### src/rtl/ex_stage.sv
// Execute stage: combinational logic/shift/arithmetic unit plus an iterative
// radix-2 restoring divider that stalls the pipeline until HI/LO are ready.
module ex_stage (
  input  logic        clk,
  input  logic        rst,
  input  logic [7:0]  ex_alu_op,
  input  logic [2:0]  ex_alu_sel,
  input  logic [31:0] ex_src1,
  input  logic [31:0] ex_src2,
  input  logic [4:0]  ex_des_addr,
  input  logic        ex_des_exist,
  input  logic        flush,
  output logic [4:0]  em_des_addr,
  output logic        em_des_exist,
  output logic [31:0] em_wdata,
  output logic [31:0] em_hi,
  output logic [31:0] em_lo,
  output logic        em_whilo,
  output logic        stall_req
);

  localparam logic [7:0] OP_AND  = 8'h24, OP_OR   = 8'h25, OP_XOR  = 8'h26, OP_NOR = 8'h27;
  localparam logic [7:0] OP_SLL  = 8'h7C, OP_SRL  = 8'h02, OP_SRA  = 8'h03;
  localparam logic [7:0] OP_ADD  = 8'h20, OP_ADDU = 8'h21, OP_SUB  = 8'h22, OP_SUBU = 8'h23;
  localparam logic [7:0] OP_SLT  = 8'h2A, OP_SLTU = 8'h2B, OP_DIV  = 8'h1A;

  localparam logic [2:0] SEL_LOGIC = 3'b001, SEL_SHIFT = 3'b010, SEL_ARITH = 3'b100, SEL_DIV = 3'b101;

  typedef enum logic [1:0] {S_IDLE = 2'd0, S_BUSY = 2'd1, S_ZERO = 2'd2, S_DONE = 2'd3} state_t;

  state_t      r_state;
  state_t      w_next;
  logic [4:0]  r_cnt;
  logic [31:0] r_quo;
  logic [31:0] r_rem;
  logic [31:0] r_divisor;
  logic        r_q_neg;
  logic        r_r_neg;

  logic [31:0] w_logic;
  logic [31:0] w_shift;
  logic [31:0] w_arith;
  logic [31:0] w_sum;
  logic [31:0] w_diff;
  logic        w_ovf_add;
  logic        w_ovf_sub;
  logic        w_is_div;
  logic        w_signed;
  logic [31:0] w_abs1;
  logic [31:0] w_abs2;
  logic [32:0] w_trial;
  logic [32:0] w_sub_res;

  assign w_sum     = ex_src1 + ex_src2;
  assign w_diff    = ex_src1 - ex_src2;
  assign w_ovf_add = (ex_src1[31] == ex_src2[31]) && (w_sum[31] != ex_src1[31]);
  assign w_ovf_sub = (ex_src1[31] != ex_src2[31]) && (w_diff[31] != ex_src1[31]);
  assign w_is_div  = (ex_alu_sel == SEL_DIV);
  assign w_signed  = (ex_alu_op == OP_DIV);
  assign w_abs1    = (w_signed && ex_src1[31]) ? (32'd0 - ex_src1) : ex_src1;
  assign w_abs2    = (w_signed && ex_src2[31]) ? (32'd0 - ex_src2) : ex_src2;
  // Restoring step: shift the next dividend bit into the partial remainder and try to subtract.
  assign w_trial   = {r_rem, r_quo[31]};
  assign w_sub_res = w_trial - {1'b0, r_divisor};

  always_comb begin
    w_logic = 32'd0;
    w_shift = 32'd0;
    w_arith = 32'd0;
    case (ex_alu_op)
      OP_AND:  w_logic = ex_src1 & ex_src2;
      OP_OR:   w_logic = ex_src1 | ex_src2;
      OP_XOR:  w_logic = ex_src1 ^ ex_src2;
      OP_NOR:  w_logic = ~(ex_src1 | ex_src2);
      default: w_logic = 32'd0;
    endcase
    case (ex_alu_op)
      OP_SLL:  w_shift = ex_src2 << ex_src1[4:0];
      OP_SRL:  w_shift = ex_src2 >> ex_src1[4:0];
      OP_SRA:  w_shift = $unsigned($signed(ex_src2) >>> ex_src1[4:0]);
      default: w_shift = 32'd0;
    endcase
    case (ex_alu_op)
      OP_ADD, OP_ADDU: w_arith = w_sum;
      OP_SUB, OP_SUBU: w_arith = w_diff;
      OP_SLT:  w_arith = {31'd0, ($signed(ex_src1) < $signed(ex_src2))};
      OP_SLTU: w_arith = {31'd0, (ex_src1 < ex_src2)};
      default: w_arith = 32'd0;
    endcase
  end

  always_comb begin
    em_des_addr  = ex_des_addr;
    em_des_exist = ex_des_exist;
    em_wdata     = 32'd0;
    case (ex_alu_sel)
      SEL_LOGIC: em_wdata = w_logic;
      SEL_SHIFT: em_wdata = w_shift;
      SEL_ARITH: begin
        em_wdata = w_arith;
        if ((ex_alu_op == OP_ADD && w_ovf_add) || (ex_alu_op == OP_SUB && w_ovf_sub)) begin
          em_des_exist = 1'b0;
        end else begin
          em_des_exist = ex_des_exist;
        end
      end
      SEL_DIV:   em_des_exist = 1'b0;
      default:   em_wdata = 32'd0;
    endcase
  end

  always_ff @(posedge clk or posedge rst) begin
    if (rst) begin
      r_state <= S_IDLE;
    end else begin
      r_state <= w_next;
    end
  end

  always_comb begin
    w_next = r_state;
    if (flush) begin
      w_next = S_IDLE;
    end else begin
      case (r_state)
        S_IDLE: begin
          if (w_is_div) begin
            w_next = (ex_src2 == 32'd0) ? S_ZERO : S_BUSY;
          end else begin
            w_next = S_IDLE;
          end
        end
        S_BUSY: begin
          if (r_cnt == 5'd31) begin
            w_next = S_DONE;
          end else begin
            w_next = S_BUSY;
          end
        end
        S_ZERO:  w_next = S_DONE;
        S_DONE:  w_next = S_IDLE;
        default: w_next = S_IDLE;
      endcase
    end
  end

  always_comb begin
    stall_req = 1'b0;
    em_whilo  = 1'b0;
    em_hi     = 32'd0;
    em_lo     = 32'd0;
    if (rst || flush) begin
      stall_req = 1'b0;
    end else begin
      case (r_state)
        S_IDLE: stall_req = w_is_div;
        S_BUSY, S_ZERO: stall_req = 1'b1;
        S_DONE: begin
          em_whilo = 1'b1;
          em_lo    = r_q_neg ? (32'd0 - r_quo) : r_quo;
          em_hi    = r_r_neg ? (32'd0 - r_rem) : r_rem;
        end
        default: stall_req = 1'b0;
      endcase
    end
  end

  // Divider datapath: r_quo starts as the dividend and fills with quotient bits as it shifts out.
  always_ff @(posedge clk or posedge rst) begin
    if (rst) begin
      r_cnt     <= 5'd0;
      r_quo     <= 32'd0;
      r_rem     <= 32'd0;
      r_divisor <= 32'd0;
      r_q_neg   <= 1'b0;
      r_r_neg   <= 1'b0;
    end else begin
      case (r_state)
        S_IDLE: begin
          if (w_is_div && !flush) begin
            r_cnt     <= 5'd0;
            r_quo     <= w_abs1;
            r_rem     <= 32'd0;
            r_divisor <= w_abs2;
            r_q_neg   <= w_signed && (ex_src1[31] ^ ex_src2[31]);
            r_r_neg   <= w_signed && ex_src1[31];
          end
        end
        S_BUSY: begin
          r_cnt <= r_cnt + 5'd1;
          if (!w_sub_res[32]) begin
            r_rem <= w_sub_res[31:0];
            r_quo <= {r_quo[30:0], 1'b1};
          end else begin
            r_rem <= w_trial[31:0];
            r_quo <= {r_quo[30:0], 1'b0};
          end
        end
        S_ZERO: begin
          r_quo <= 32'd0;
          r_rem <= 32'd0;
        end
        default: r_cnt <= r_cnt;
      endcase
    end
  end

endmodule

### config.mk
export PLATFORM = sky130hd
export DESIGN_NAME = ex_stage
export DESIGN_NICKNAME = d
export VERILOG_FILES = /design/src/rtl/ex_stage.sv
export SDC_FILE = /design/constraint.sdc
export NUM_CORES = 1
export LEC_CHECK = 0
export ABC_AREA = 1
export BUFFER_PORTS_ARGS = -buffer_cell sky130_fd_sc_hd__buf_2
export CAP_MARGIN = 30
export CORE_MARGIN = 5
export CORE_UTILIZATION = 43
export CTS_CLUSTER_SIZE = 28
export DETAILED_ROUTE_END_ITERATION = 8
export SLEW_MARGIN = 20
export SYNTH_ARGS = -nofsm -noshare
export SYNTH_HDL_FRONTEND = slang
export SYNTH_SLANG_ARGS = --single-unit
export TNS_END_PERCENT = 100
### constraint.sdc
create_clock -name clk -period 3.1 [get_ports clk]
set_input_delay 0.155 -clock clk [delete_from_list [all_inputs] [get_ports clk]]
set_output_delay 0.155 -clock clk [all_outputs]
set_load 0.1 [all_outputs]
==> impl_metrics.tcl <==
set metrics [dict create \
    outcome "complete, no violations" \
    syn_area_um2 21100 \
    synth_top_family_by_area "simple AND/OR/NAND/NOR gates" \
    globalplace.congestion 1.22 \
    path_cells "buf_2, inv_1, ha_2, inv_1, a21oi_1, inv_1, a21oi_1, o21ai_0, a21oi_1, nand2_1, nand2_1, nand3_1, nand2_1, nand2_1, nand2_1, buf_12" \
    combPwrFrac_pct 53.0 \
    worst_path_largest_cell_delay_ns 0.49 \
    final_cell_area_um2 25400 \
    synthFlopType "dfrtp_1" \
    place_hpwl_um 92600 \
    track_usage_pct 39.7 \
    synth_edf_count 0 \
    seqPwrFrac_pct 27.2 \
    crit_family "compound AO/OA/AOI/OAI gates" \
    synth_most_common_cell "nand2_1" \
    ys_async_sr_fraction_pct 100 \
    ys_top_cells_by_area "nand2_1 23%, dfrtp_1 12%, nand3_1 9.8%, inv_1 8.8%, ha_1 8.3%" \
    insertion_delay_ns 0.37 \
    vias 28100 \
    instances_no_fill 4885 \
    cp_common_cell "nand2_1" \
    dieArea_um2 53700 \
    crit_slowest_cell "ha_2" \
    htreeDepth 3 \
    totalWireLength_um 111000 \
    leakage_nw 13.4 \
    antenna_found_initial 4 \
    maxSlewViolCount 0 \
    synth_adder_area_share_pct 8.57 \
    synth-seq-cells 105 \
    power_switching_mw 3.08 \
    fin_skew_ns 0.0151 \
    io_buffers 177 \
    path_max_fanout 7 \
    max_freq_mhz 326 \
    die_h_um 232 \
    endpoint_kind "output port" \
    drive_gt1_share_pct 11.6 \
    drtIter0Drc 3408 \
    crit_type "input port to output port" \
    synth_cells 3972 \
    synth_fp_nets 4199 \
    firstDrtPassIters 6 \
    synth-simple-area-share_pct 46.1 \
    clkPwrFrac_pct 19.8 \
    root_buffer "clkbuf_16" \
    area_growth_pct 20.1 \
    ant_nets 0 \
    ios 188 \
    cts-buffers-inserted 9 \
    dpl_cell_area_um2 25000 \
    synth_compound_area_share_pct 17.7 \
    hold_ws_ns 0.0863 \
    setup_viol 0 \
    syn_avg_cell_area_um2 5.32 \
    ys_types 53 \
    grt_pass1_wl_um 161000 \
    cp-start-kind "input port" \
    synth_xor_area_share_pct 1.95 \
    fin_ws_ns 0.0306 \
    cts.reportedPaths.clkPinSlew_ns 0.08 \
    rsz0062_at_grt "false" \
    power.internal_mw 3.33 \
    nNetsFinal 4440 \
    ir_drop_mv 0.409 \
    viasPerCell 5.75 \
    setup_tns_ns 0 \
    tightest_slew_ns 0.781 \
    wl_per_cell_um 22.7 \
    cts_sinks 105 \
    worstPathRequired_ns 2.94 \
    netlist_top_cells_count "1300 x nand2_1, 498 x inv_1, 415 x nand3_1" \
    synthMuxAreaShare_pct 0.0474 \
    fin_total_pwr_mw 6.41 \
    slew_headroom_pct 47.7 \
    cap_violations 0 \
    synth_top_cell_by_area "nand2_1" \
    overflow 0 \
    period_minus_slack_ns 3.07 \
    coreArea_um2 48700 \
    grt_max_degree 67 \
    power.density_nw_per_um2 253 \
    tritoncts "built" \
    dieWidth_um 232 \
    swShare_pct 48.1 \
    start_util_pct 43.3 \
    finalHoldViolCount 0 \
    ys_seq_area_share_pct 12.4 \
    fin_crit_sh_pct 99.0 \
    grt_pass1_vias 25900 \
    dp.cells 4864 \
    yosysWarnings 0 \
    holdCritPathClass "input port to register" \
    netlist.area_leader.share_pct 23.1 \
    final_util_pct 52.1 \
    place_ws_ns 0.174 \
    clk_path_buf_depth 2 \
    cp.buffers_inverters 5 \
    num_rows 81 \
    worstPathArrival_ns 2.91 \
    drc 0 \
]
## worst register-to-register path, delay by kind of cell (launching register included)
family	cells	cell delay, ns
adder cells (fa/ha/maj)	2	0.62
buffers and inverters	2	0.19
AND/OR/NAND/NOR	12	1.49
flip-flops	1	0.38
## cells in the final DEF (no fill, tap or decap), types with 93 or more instances in the layout
cell type,instances
buf_2,93
nor2_1,384
nand3_1,415
buf_4,204
ha_1,133
o21ai_0,253
a21oi_1,288
inv_1,495
dfrtp_1,104
nand2_1,1300
buf_12,93
## layer usage
layer	track usage, %	vias up	wire length (µm)
met3	7.53	339	10700
met4	28.2	2	9640
li1	-	13400	-
met1	50.7	12700	44300
met5	0	-	8
met2	60.1	1648	46400
## power by group through the flow
stage	clock (mW)	combinational, mW	sequential, mW
2_1_floorplan	0	2.06	1.71
3_3_place_gp	0	3.26	1.75
3_5_place_dp	0	3.25	1.76
4_1_cts	1.27	3.26	1.74
5_1_grt	1.32	3.68	1.76
6_report	1.27	3.40	1.74
## path summary, 6_finish.rpt
path                                       to  depth (start not counted)  slack, ns           from
worst max-delay path             em_wdata[30]                         16       0.03    ex_src1[27]
worst min-delay path               r_state[1]                          2       0.09          flush
worst max register to register      r_rem[15]                         16       0.30      r_quo[31]
worst min register to register  r_divisor[26]                          2       0.49  r_divisor[26]
max in group asynchronous       r_divisor[31]                          4       1.87            rst
min in group asynchronous            r_cnt[2]                          3       0.40            rst
## flip-flops by register name (all words and copies together) (netlist names)
register	count
r_rem	32
r_state	2
r_q_neg	1
r_quo	32
r_divisor	32
r_r_neg	1
r_cnt	5
## timing repair
| action | in CTS | in global routing |
|---|---|---|
| hold buffers | 1 | 0 |
| gates resized for setup | 0 | 11 |
| buffers inserted | 0 | 1 |
| hold endpoints to repair | 42 | 0 |
| endpoints found under the setup margin | 0 | 10 |
## final cells by class
type	instances	area, µm²
flip-flops and latches	105	2630
clock buffers	9	225
clock inverters	7	100
well taps	664	831
multi-input cells	3188	15800
repair buffers	391	3870
inverters	518	1950
diodes	3	7.51
fillers	5311	23400
## cells by family (layout without fill, tap and decap cells)
family / Yosys count / in the layout
AO/OA/AOI/OAI: 685 / 685
XOR/XNOR: 47 / 47
adder cells (fa/ha/maj): 143 / 143
buffers and inverters: 679 / 925
flip-flops: 105 / 105
multiplexers: 1 / 1
other: 0 / 3
AND/OR/NAND/NOR: 2312 / 2312
Power figures use the tool's default switching activity.
